**config.mk**
```make
export PLATFORM = sky130hd
export DESIGN_NAME = slice_scheduler
export DESIGN_NICKNAME = d
export VERILOG_FILES = /design/src/rtl/slice_scheduler.sv
export SDC_FILE = /design/constraint.sdc
export NUM_CORES = 1
export LEC_CHECK = 0
export ABC_AREA = 1
export ABC_CLOCK_PERIOD_IN_PS = 2600
export BUFFER_PORTS_ARGS = -buffer_cell sky130_fd_sc_hd__buf_2
export CORE_ASPECT_RATIO = 0.75
export CORE_UTILIZATION = 40
export DETAILED_ROUTE_END_ITERATION = 16
export GPL_TIMING_DRIVEN = 0
export PLACE_DENSITY_LB_ADDON = 0.2
export SYNTH_ARGS = -nofsm -noshare
export SYNTH_HDL_FRONTEND = slang
export SYNTH_SLANG_ARGS = --single-unit
export TNS_END_PERCENT = 1
```
**constraint.sdc**
```tcl
create_clock -name clk -period 2.6 [get_ports clk]
set_clock_uncertainty 0.15 [all_clocks]
set_input_delay 0.39 -clock clk [delete_from_list [all_inputs] [get_ports clk]]
set_output_delay 0.39 -clock clk [all_outputs]
set_load 0.05 [all_outputs]
```
**src/rtl/slice_scheduler.sv**
```systemverilog
// Round-robin time-slice arbiter: one owner at a time, each grant bounded by a
// quantum latched at the grant edge, or cut short when the owner drops its request.
module slice_scheduler #(
    parameter int N     = 4,
    parameter int CNT_W = 8,
    localparam int ID_W = $clog2(N)
) (
    input  logic             clk,
    input  logic             rst,
    input  logic             en,
    input  logic [N-1:0]     req,
    input  logic [CNT_W-1:0] quantum,
    output logic [N-1:0]     grant,
    output logic [ID_W-1:0]  grant_id,
    output logic             busy,
    output logic [CNT_W-1:0] slice_cnt,
    output logic             expired
);

    typedef enum logic {IDLE, GRANT} state_t;

    state_t            state_reg, state_next;
    logic [N-1:0]      grant_reg, grant_next;
    logic [ID_W-1:0]   grant_id_reg, grant_id_next;
    logic [ID_W-1:0]   last_reg, last_next;
    logic [CNT_W-1:0]  slice_cnt_reg, slice_cnt_next;
    logic [CNT_W-1:0]  q_lat_reg, q_lat_next;
    logic              expired_reg, expired_next;

    logic              pick_valid;
    logic [ID_W-1:0]   pick_id;
    logic [N-1:0]      pick_onehot;

    // Rotating priority scan: the slot after the last owner is looked at first.
    always_comb begin : arbiter
        int idx;
        idx        = 0;
        pick_valid = 1'b0;
        pick_id    = '0;
        for (int k = 1; k <= N; k++) begin
            idx = int'(last_reg) + k;
            if (idx >= N) begin
                idx = idx - N;
            end
            if (!pick_valid && req[idx]) begin
                pick_valid = 1'b1;
                pick_id    = ID_W'(idx);
            end
        end
    end

    generate
        for (genvar gi = 0; gi < N; gi++) begin : g_onehot
            assign pick_onehot[gi] = (pick_id == ID_W'(gi));
        end
    endgenerate

    always_comb begin : fsm_next
        state_next     = state_reg;
        grant_next     = grant_reg;
        grant_id_next  = grant_id_reg;
        last_next      = last_reg;
        slice_cnt_next = slice_cnt_reg;
        q_lat_next     = q_lat_reg;
        expired_next   = 1'b0;
        case (state_reg)
            IDLE: begin
                if (en && pick_valid) begin
                    grant_next     = pick_onehot;
                    grant_id_next  = pick_id;
                    last_next      = pick_id;
                    slice_cnt_next = '0;
                    q_lat_next     = (quantum == '0) ? CNT_W'(1) : quantum;
                    state_next     = GRANT;
                end
            end
            GRANT: begin
                // Owner release wins over both freeze and quantum expiry.
                if (!req[grant_id_reg]) begin
                    grant_next     = '0;
                    slice_cnt_next = '0;
                    state_next     = IDLE;
                end else if (!en) begin
                    state_next = GRANT;
                end else if (slice_cnt_reg == q_lat_reg - CNT_W'(1)) begin
                    grant_next     = '0;
                    slice_cnt_next = '0;
                    expired_next   = 1'b1;
                    state_next     = IDLE;
                end else begin
                    slice_cnt_next = slice_cnt_reg + CNT_W'(1);
                end
            end
            default: begin
                grant_next     = '0;
                slice_cnt_next = '0;
                state_next     = IDLE;
            end
        endcase
    end

    always_ff @(posedge clk or posedge rst) begin
        if (rst) begin
            state_reg     <= IDLE;
            grant_reg     <= '0;
            grant_id_reg  <= '0;
            last_reg      <= ID_W'(N - 1);
            slice_cnt_reg <= '0;
            q_lat_reg     <= CNT_W'(1);
            expired_reg   <= 1'b0;
        end else begin
            state_reg     <= state_next;
            grant_reg     <= grant_next;
            grant_id_reg  <= grant_id_next;
            last_reg      <= last_next;
            slice_cnt_reg <= slice_cnt_next;
            q_lat_reg     <= q_lat_next;
            expired_reg   <= expired_next;
        end
    end

    assign grant     = grant_reg;
    assign grant_id  = grant_id_reg;
    assign busy      = |grant_reg;
    assign slice_cnt = slice_cnt_reg;
    assign expired   = expired_reg;

endmodule

```
==> results.md, run 1 <==
* Routed len/inst at approximately 12 um
* CTS H-tree lvls at 1
* Net Sw Frac at between 50% and 60%
* Status: complete, no violations
* Max_cap viols at 0
* CP max stage delay at roughly 600 ps
* Mapped cell area at roughly 1900 um2
* Critical Path, Cell by Cell: inv_1 -> ha_1 -> inv_1 -> nand2_1 -> nand3_1 -> nand2_1 -> nor2_1 -> nand3_1 -> nor2_2 -> nor2_1 -> nand3_1 -> o21ai_2
* Total Nets Final at approximately 300
* Final setup fails at 0
* Post-Route WL at between 4000 and 5000 um
* Clock power share at between 10% and 20%
* Pwr Density at about 1200 nW/um2
* Via count at about 1600
* WP data arrival at ~2300 ps
* Slew Viols, Final at 0
* Layout cell share with drive strength beyond 1 at 24.8%
* Total chip power at ~0.0026 W
* CTS sink count at 26
* CTS tree: done
* Pint at approximately 0.0012 W
* Number of antenna violations at the first check in global routing at 0
* Leakage power at ~1.1 nW
* Worst path most repeated cell: nand3_1
* P_sw at ~0.0014 W
* Hold WC Path Type: in -> reg
* FP Rows at 21
* Flop pwr share at between 20 and 30%
* Ports at 31
* Clock Path Buffers at 2
* Worst Slack Setup Final at 306 ps
* Core Box Area at approximately 4500 um2
* CTS Hold Buffers Added at 0
* Die area at 4930 um2
* Unrepaired setup endpoints after global routing: no
* Comb power frac at between 60 and 70%
* Clk Latency, worst-skew pair at 270 ps
* PortBufs at 30
* CP required at around 2600 ps
* Setup CP Type: reg -> reg
* Overflow after GRT at 0
* Layout Area Growth over Synthesis at 14.9%
* Crit path from: q_lat_reg[0]$_DFFE_PP1P_
* Reg clk slew, reported paths at around 90 ps
* DRT iter0 DRCs at 104
* Minimum clock period at around 2300 ps
* Resized Gates After CTS at 0
* WP buf/inv at 2
* Cells after Synth at 252
* CP max-delay cell: dfstp_2
* First-pass GRT wire length at just under 7000 um
* Max Clock Freq at about 0.44 GHz
* Antenna viol nets, final at 0
* TritonRoute pass-1 iters at 4
* Post-synthesis sequential area ratio at between 30% and 40%
* Initial Utilization at around two fifths
* Max-slew headroom at approximately a third
* Dpl ws at about 330 ps
* Vias per cell at approximately 4.8
* Clock root cell: clkbuf_8
* Final Hold Fails at 0
* Max VDD drop at around 600 uV
* Final setup TNS at 0 ps
* Worst-Margin Slew at between 1000 and 1500 ps
* Vias in the first global route at roughly 1400
* Post-CTS Setup Bufs at 0
* Antenna cell count at 0
* Mapped Avg Cell Area at around 7.4 um2
* Largest net degree at the start of global routing at 27
* All-Layer GR Usage at a little under a fifth
* # DRC at 0
* Hold Startpoint: quantum[3]
* Die width at 80.8 um
* Final Wtd Congestion at 0.801
* Unique masters post-synth at 36
* Register bit total from synthesis at 26
* Final period util at 88.2%
* CP Max Fanout at 6
* Syn nets at around 270
* CTS buffer count at 3
* Crit-path leading delay family: simple AND/OR/NAND/NOR gates
* Crit. End Element: flop
* Chip height at about 61 um
* Crit start category: flop
* Warning count from the yosys run at 0
* Dpl hpwl at roughly 3200 um
* Reg2reg start: q_lat_reg[0]$_DFFE_PP1P_
-- kinds of logic after synthesis --
| kind of cell | share of synthesized area (%) |
|---|---|
| buf+inv | 9.15 |
| compound gates | 11.7 |
| simple gates | 37.9 |
| xor+xnor | 4.71 |
| flops | 35.2 |
| fa+ha+maj | 1.34 |
-- path summary, 6_finish.rpt --
kind / end / slack, ps / cells past startpoint
min reg2reg: grant[0]$_DFFE_PP0P_ / 360 / 2
max reg2reg: slice_cnt[1]$_DFFE_PP0P_ / 310 / 12
max: slice_cnt[1]$_DFFE_PP0P_ / 310 / 12
min in group asynchronous: slice_cnt[7]$_DFFE_PP0P_ / 200 / 2
min: q_lat_reg[3]$_DFFE_PP0P_ / 190 / 3
max in group asynchronous: slice_cnt[6]$_DFFE_PP0P_ / 1490 / 2
-- cells in the final DEF (no fill, tap or decap), types with 2 or more instances in the layout --
cell type	netlist	layout
nand2_8	2	2
nor2_1	24	24
dfrtp_1	23	23
o21ai_2	10	10
a21oi_1	3	3
buf_6	2	2
nand2_2	5	5
a21oi_2	3	3
xor2_1	7	7
nand4_1	4	4
clkbuf_8	0	4
dfstp_2	3	3
nor4_1	2	2
nand3_1	22	22
nand2_1	80	80
inv_1	29	29
xnor2_1	3	3
buf_2	1	31
ha_1	2	2
o21ai_0	9	9
nor2_2	2	2
-- stage by stage --
| stage | hold WS [ps] | instances | instance area, um2 | util (%) |
|---|---|---|---|---|
| CTS | 192 | 343 | 2140 | 47.8 |
| floorplan | 278 | 252 | 1860 | - |
| global route | 193 | 343 | 2140 | 47.8 |
| global placement | 331 | 339 | 2080 | 46.6 |
| finish | 194 | 343 | 2140 | 47.8 |
| detailed placement | 342 | 339 | 2080 | 46.6 |
-- per-layer routing --
layer,GRT usage [%],vias to the layer above,share of wire (%)
met5,0,-,0
met1,29.7,731,57
li1,-,873,-
met4,2.30,0,0.34
met3,4.15,2,5.0
met2,25.1,40,38
-- layout make-up --
class / count / area, um2
clock buffers: 4 / 55.1
repair buffers: 30 / 150
multi-input cells: 190 / 1040
flip-flops and latches: 26 / 654
fillers: 456 / 2330
inverters: 32 / 128
plain buffers: 4 / 42.5
well taps: 57 / 71.3
-- power groups by stage --
stage	Sequential, W	Clock, W	Combinational (W)
3_3_place_gp	0.000710	0	0.00160
5_1_grt	0.000727	0.000291	0.00183
4_1_cts	0.000708	0.000274	0.00163
2_1_floorplan	0.000809	0	0.00121
6_report	0.000710	0.000262	0.00162
3_5_place_dp	0.000712	0	0.00162
-- cell usage after synthesis (all sizes together) --
master  number  area share (%)
a21oi        6             2.2
a31oi        1            0.34
a41oi        1            0.47
and3b        1            0.47
buf          4             2.3
dfrtp       23              31
dfstp        3             4.2
ha           2             1.3
inv         32             6.9
nand2       88              21
nand3       23             6.9
nand3b       1            0.40
nand4        4             1.3
nor2        28             7.2
nor4         2            0.67
o211ai       1            0.40
o21ai       21             8.3
or4          1            0.40
xnor2        3             1.4
xor2         7             3.3
-- tightest hold or removal path: cells and delay by family --
| family | cells | cell delay, ps |
|---|---|---|
| compound gates | 1 | 50 |
| buf+inv | 1 | 90 |
| simple gates | 1 | 60 |
(Power assumes the default switching activity.)
==> run 2: changes to the inputs <==
--- a/config.mk
+++ b/config.mk
@@ -5,12 +5,11 @@
 export SDC_FILE = /design/constraint.sdc
 export NUM_CORES = 1
 export LEC_CHECK = 0
-export ABC_AREA = 1
-export ABC_CLOCK_PERIOD_IN_PS = 2600
-export BUFFER_PORTS_ARGS = -buffer_cell sky130_fd_sc_hd__buf_2
+export ABC_CLOCK_PERIOD_IN_PS = 2400
 export CORE_ASPECT_RATIO = 0.75
 export CORE_UTILIZATION = 40
 export DETAILED_ROUTE_END_ITERATION = 16
+export DONT_BUFFER_PORTS = 1
 export GPL_TIMING_DRIVEN = 0
 export PLACE_DENSITY_LB_ADDON = 0.2
 export SYNTH_ARGS = -nofsm -noshare
==> constraint.sdc (replaced) <==
create_clock -name clk -period 2.4 [get_ports clk]
set_clock_uncertainty 0.15 [all_clocks]
set_input_delay 0.36 -clock clk [delete_from_list [all_inputs] [get_ports clk]]
set_output_delay 0.36 -clock clk [all_outputs]
set_load 0.05 [all_outputs]
==> results.md, run 2 <==
* Mapped cell area at roughly 1600 um2
* Max VDD drop at slightly above 500 uV
* CTS tree: done
* Reg2reg start: q_lat_reg[0]$_DFFE_PP1P_
* Post-synth top area share at a little under two fifths
* Post-synthesis sequential area ratio at a little over two fifths
* Synth area leaders: dfrtp_1, nand2_1, xnor2_1
* First-pass GRT wire length at roughly 5500 um
* Pwr Density at 1300 nW/um2
* Antenna cell count at 0
* Clock Path Buffers at 2
* Commonest non-fill, non-tap cell in the layout: nand2_1
* Setup CP Type: reg -> reg
* DRT iter0 DRCs at 54
* Mapped Avg Cell Area at around 9.3 um2
* Unique masters post-synth at between 40 and 50
* Slew Viols, Final at 0
* Max_cap viols at 0
* Cells after Synth at roughly 170
* Crit. End Element: flop
* Status: complete, no violations
* # DRC at 0
* Reg clk slew, reported paths at ~90 ps
* Final setup TNS at 0 ps
* Dpl hpwl at approximately 2600 um
* Chip height at ~56 um
* CP Max Fanout at 7
* Vias in the first global route at roughly 1200
* Multi-input gate area at 865 um2
* CTS Hold Buffers Added at 0
* Largest net degree at the start of global routing at 27
* Critical R2R Capture: grant[3]$_DFFE_PP0P_
* FP Rows at 19
* Cell with the most instances after synthesis: nand2_1
* Max Clock Freq at approximately 0.42 GHz
* Final Hold Fails at 0
* All-Layer GR Usage at ~18%
* Overflow after GRT at 0
* Syn nets at around 190
* Leakage power at approximately 0.74 nW
* Unrepaired setup endpoints after global routing: yes
* Total Nets Final at 195
* Final Instance Count excl. Fillers at between 200 and 250
* Clock root cell: clkbuf_8
* Post-synth EDFFs at 0
* Leading area contributor after synthesis: dfrtp_1
* Clk Latency, worst-skew pair at between 200 and 300 ps
* Worst-Margin Slew at 966 ps
* CTS sink count at 26
* Synth top cells by count: nand2_1, dfrtp_1, inv_1
* Reg-to-reg setup timing slack at approximately 26 ps
* Final period util at ~99%
* Fraction of registers with async set/reset at 100%
* Die width at roughly 74 um
* CTS buffer count at 3
* Core Box Area at approximately 3700 um2
* Number of antenna violations at the first check in global routing at 0
* Hold WC Path Type: in -> async
* Ys flop type: dfrtp_1
* Worst r2r path cells at 8
* Register bit total from synthesis at 26
* Post-Route WL at 3400 um
* Vias per cell at between 5 and 6
* Final setup fails at 0
* TritonRoute pass-1 iters at 4
* Dpl cells at between 200 and 250
* Final Wtd Congestion at roughly 0.85
* Antenna viol nets, final at 0
* Final-layout fill cell count at ~370
* Initial Utilization at between 40 and 50%
* CTS H-tree lvls at 1
* Hold Slack at 46.8 ps
* Minimum clock period at between 2000 and 2500 ps
* Ports at 31
* Layout cell share with drive strength beyond 1 at between 15 and 20%
* WP data arrival at about 2400 ps
* Routed len/inst at about 15 um
* Crit start category: flop
* Die area at between 4000 and 5000 um2
* PortBufs at 0
* Warning count from the yosys run at 0
* Layout Area Growth over Synthesis at 13.3%
* Via count at ~1300
* CP required at 2390 ps
* Most frequent cells in the layout: nand2_1, dfrtp_1, inv_1
* Register area at 658 um2
* Max-slew headroom at 35.5%
[run 2: cell count changes after synthesis, moves of 4 or more]
cell	previous run	this run
inv_1	29	13
nand2_1	80	31
nand2_2	5	0
nand3_1	22	3
nor2_1	24	11
nor3_1	0	7
o21ai_0	9	5
o21ai_2	10	0
o31ai_1	0	4
xnor2_1	3	10
[run 2: worst max path at each step]
| stage | from | to | slack, ps | cells past startpoint |
|---|---|---|---|---|
| 6_report | q_lat_reg[0]$_DFFE_PP1P_ | grant[3]$_DFFE_PP0P_ | 30 | 8 |
| 5_1_grt | q_lat_reg[0]$_DFFE_PP1P_ | grant[3]$_DFFE_PP0P_ | -80 | 8 |
| 4_1_cts | slice_cnt[3]$_DFFE_PP0P_ | grant[3]$_DFFE_PP0P_ | 50 | 6 |
| 3_5_place_dp | q_lat_reg[0]$_DFFE_PP1P_ | grant[2]$_DFFE_PP0P_ | -210 | 7 |
| 3_3_place_gp | q_lat_reg[0]$_DFFE_PP1P_ | grant[0]$_DFFE_PP0P_ | -160 | 7 |
| 2_1_floorplan | q_lat_reg[0]$_DFFE_PP1P_ | grant[0]$_DFFE_PP0P_ | 30 | 7 |
[run 2: per-stage QoR]
step | setup slack, ps | power (W) | utilization, % | area (um2)
detailed placement | -214 | 0.00188 | 43.9 | 1630
CTS | 45.8 | 0.00224 | 46.5 | 1730
finish | 25.6 | 0.00230 | 47.7 | 1770
global placement | -161 | 0.00183 | 43.9 | 1630
global route | -83.7 | 0.00246 | 47.7 | 1770
floorplan | 27.4 | 0.00169 | - | 1560
[run 2: cell type report]
type | count | share of cell area [%]
plain buffers | 5 | 1.91
clock buffers | 4 | 3.11
inverters | 13 | 2.90
multi-input cells | 124 | 48.9
flip-flops and latches | 26 | 37.2
well taps | 52 | 3.68
repair buffers | 5 | 2.33
[run 2: kinds of logic after synthesis]
logic type	synth area share, %
and+or+nand+nor	23.9
AOI/OAI and AO/OA	16.8
DFF	41.9
buffers and inverters	5.29
xor gates and xnor gates	8.41
muxes	2.08
adders and majority gates	1.60
[run 2: power by group]
part           internal, W  switching (W)  leakage, nW  total (W)
Clock             0.000147       0.000130       0.0288   0.000277
Sequential        0.000599       0.000364        0.328   0.000962
Combinational     0.000452       0.000613        0.381    0.00107
[run 2: routing by layer]
layer	vias to the layer above	global-route usage, %	wire, um
met5	-	0	0
met1	602	24.5	1600
met3	8	4.17	170
met2	33	26.4	1570
li1	610	-	-
met4	0	6.59	61
[run 2: critical path: stages (launching register included)]
cell and delay, ps:
dfstp_2 560, inv_4 50, ha_4 250, xor2_1 140, o211ai_1 110, a2111o_1 490
o31ai_4 280, buf_6 160, o22ai_2 70
[run 2: timing repair]
action,4_1_cts,5_1_grt
cloned,0,0
buffers inserted,3,2
hold endpoints to repair,0,0
setup endpoints to repair,14,14
pin swaps,2,4
gates resized for setup,6,7
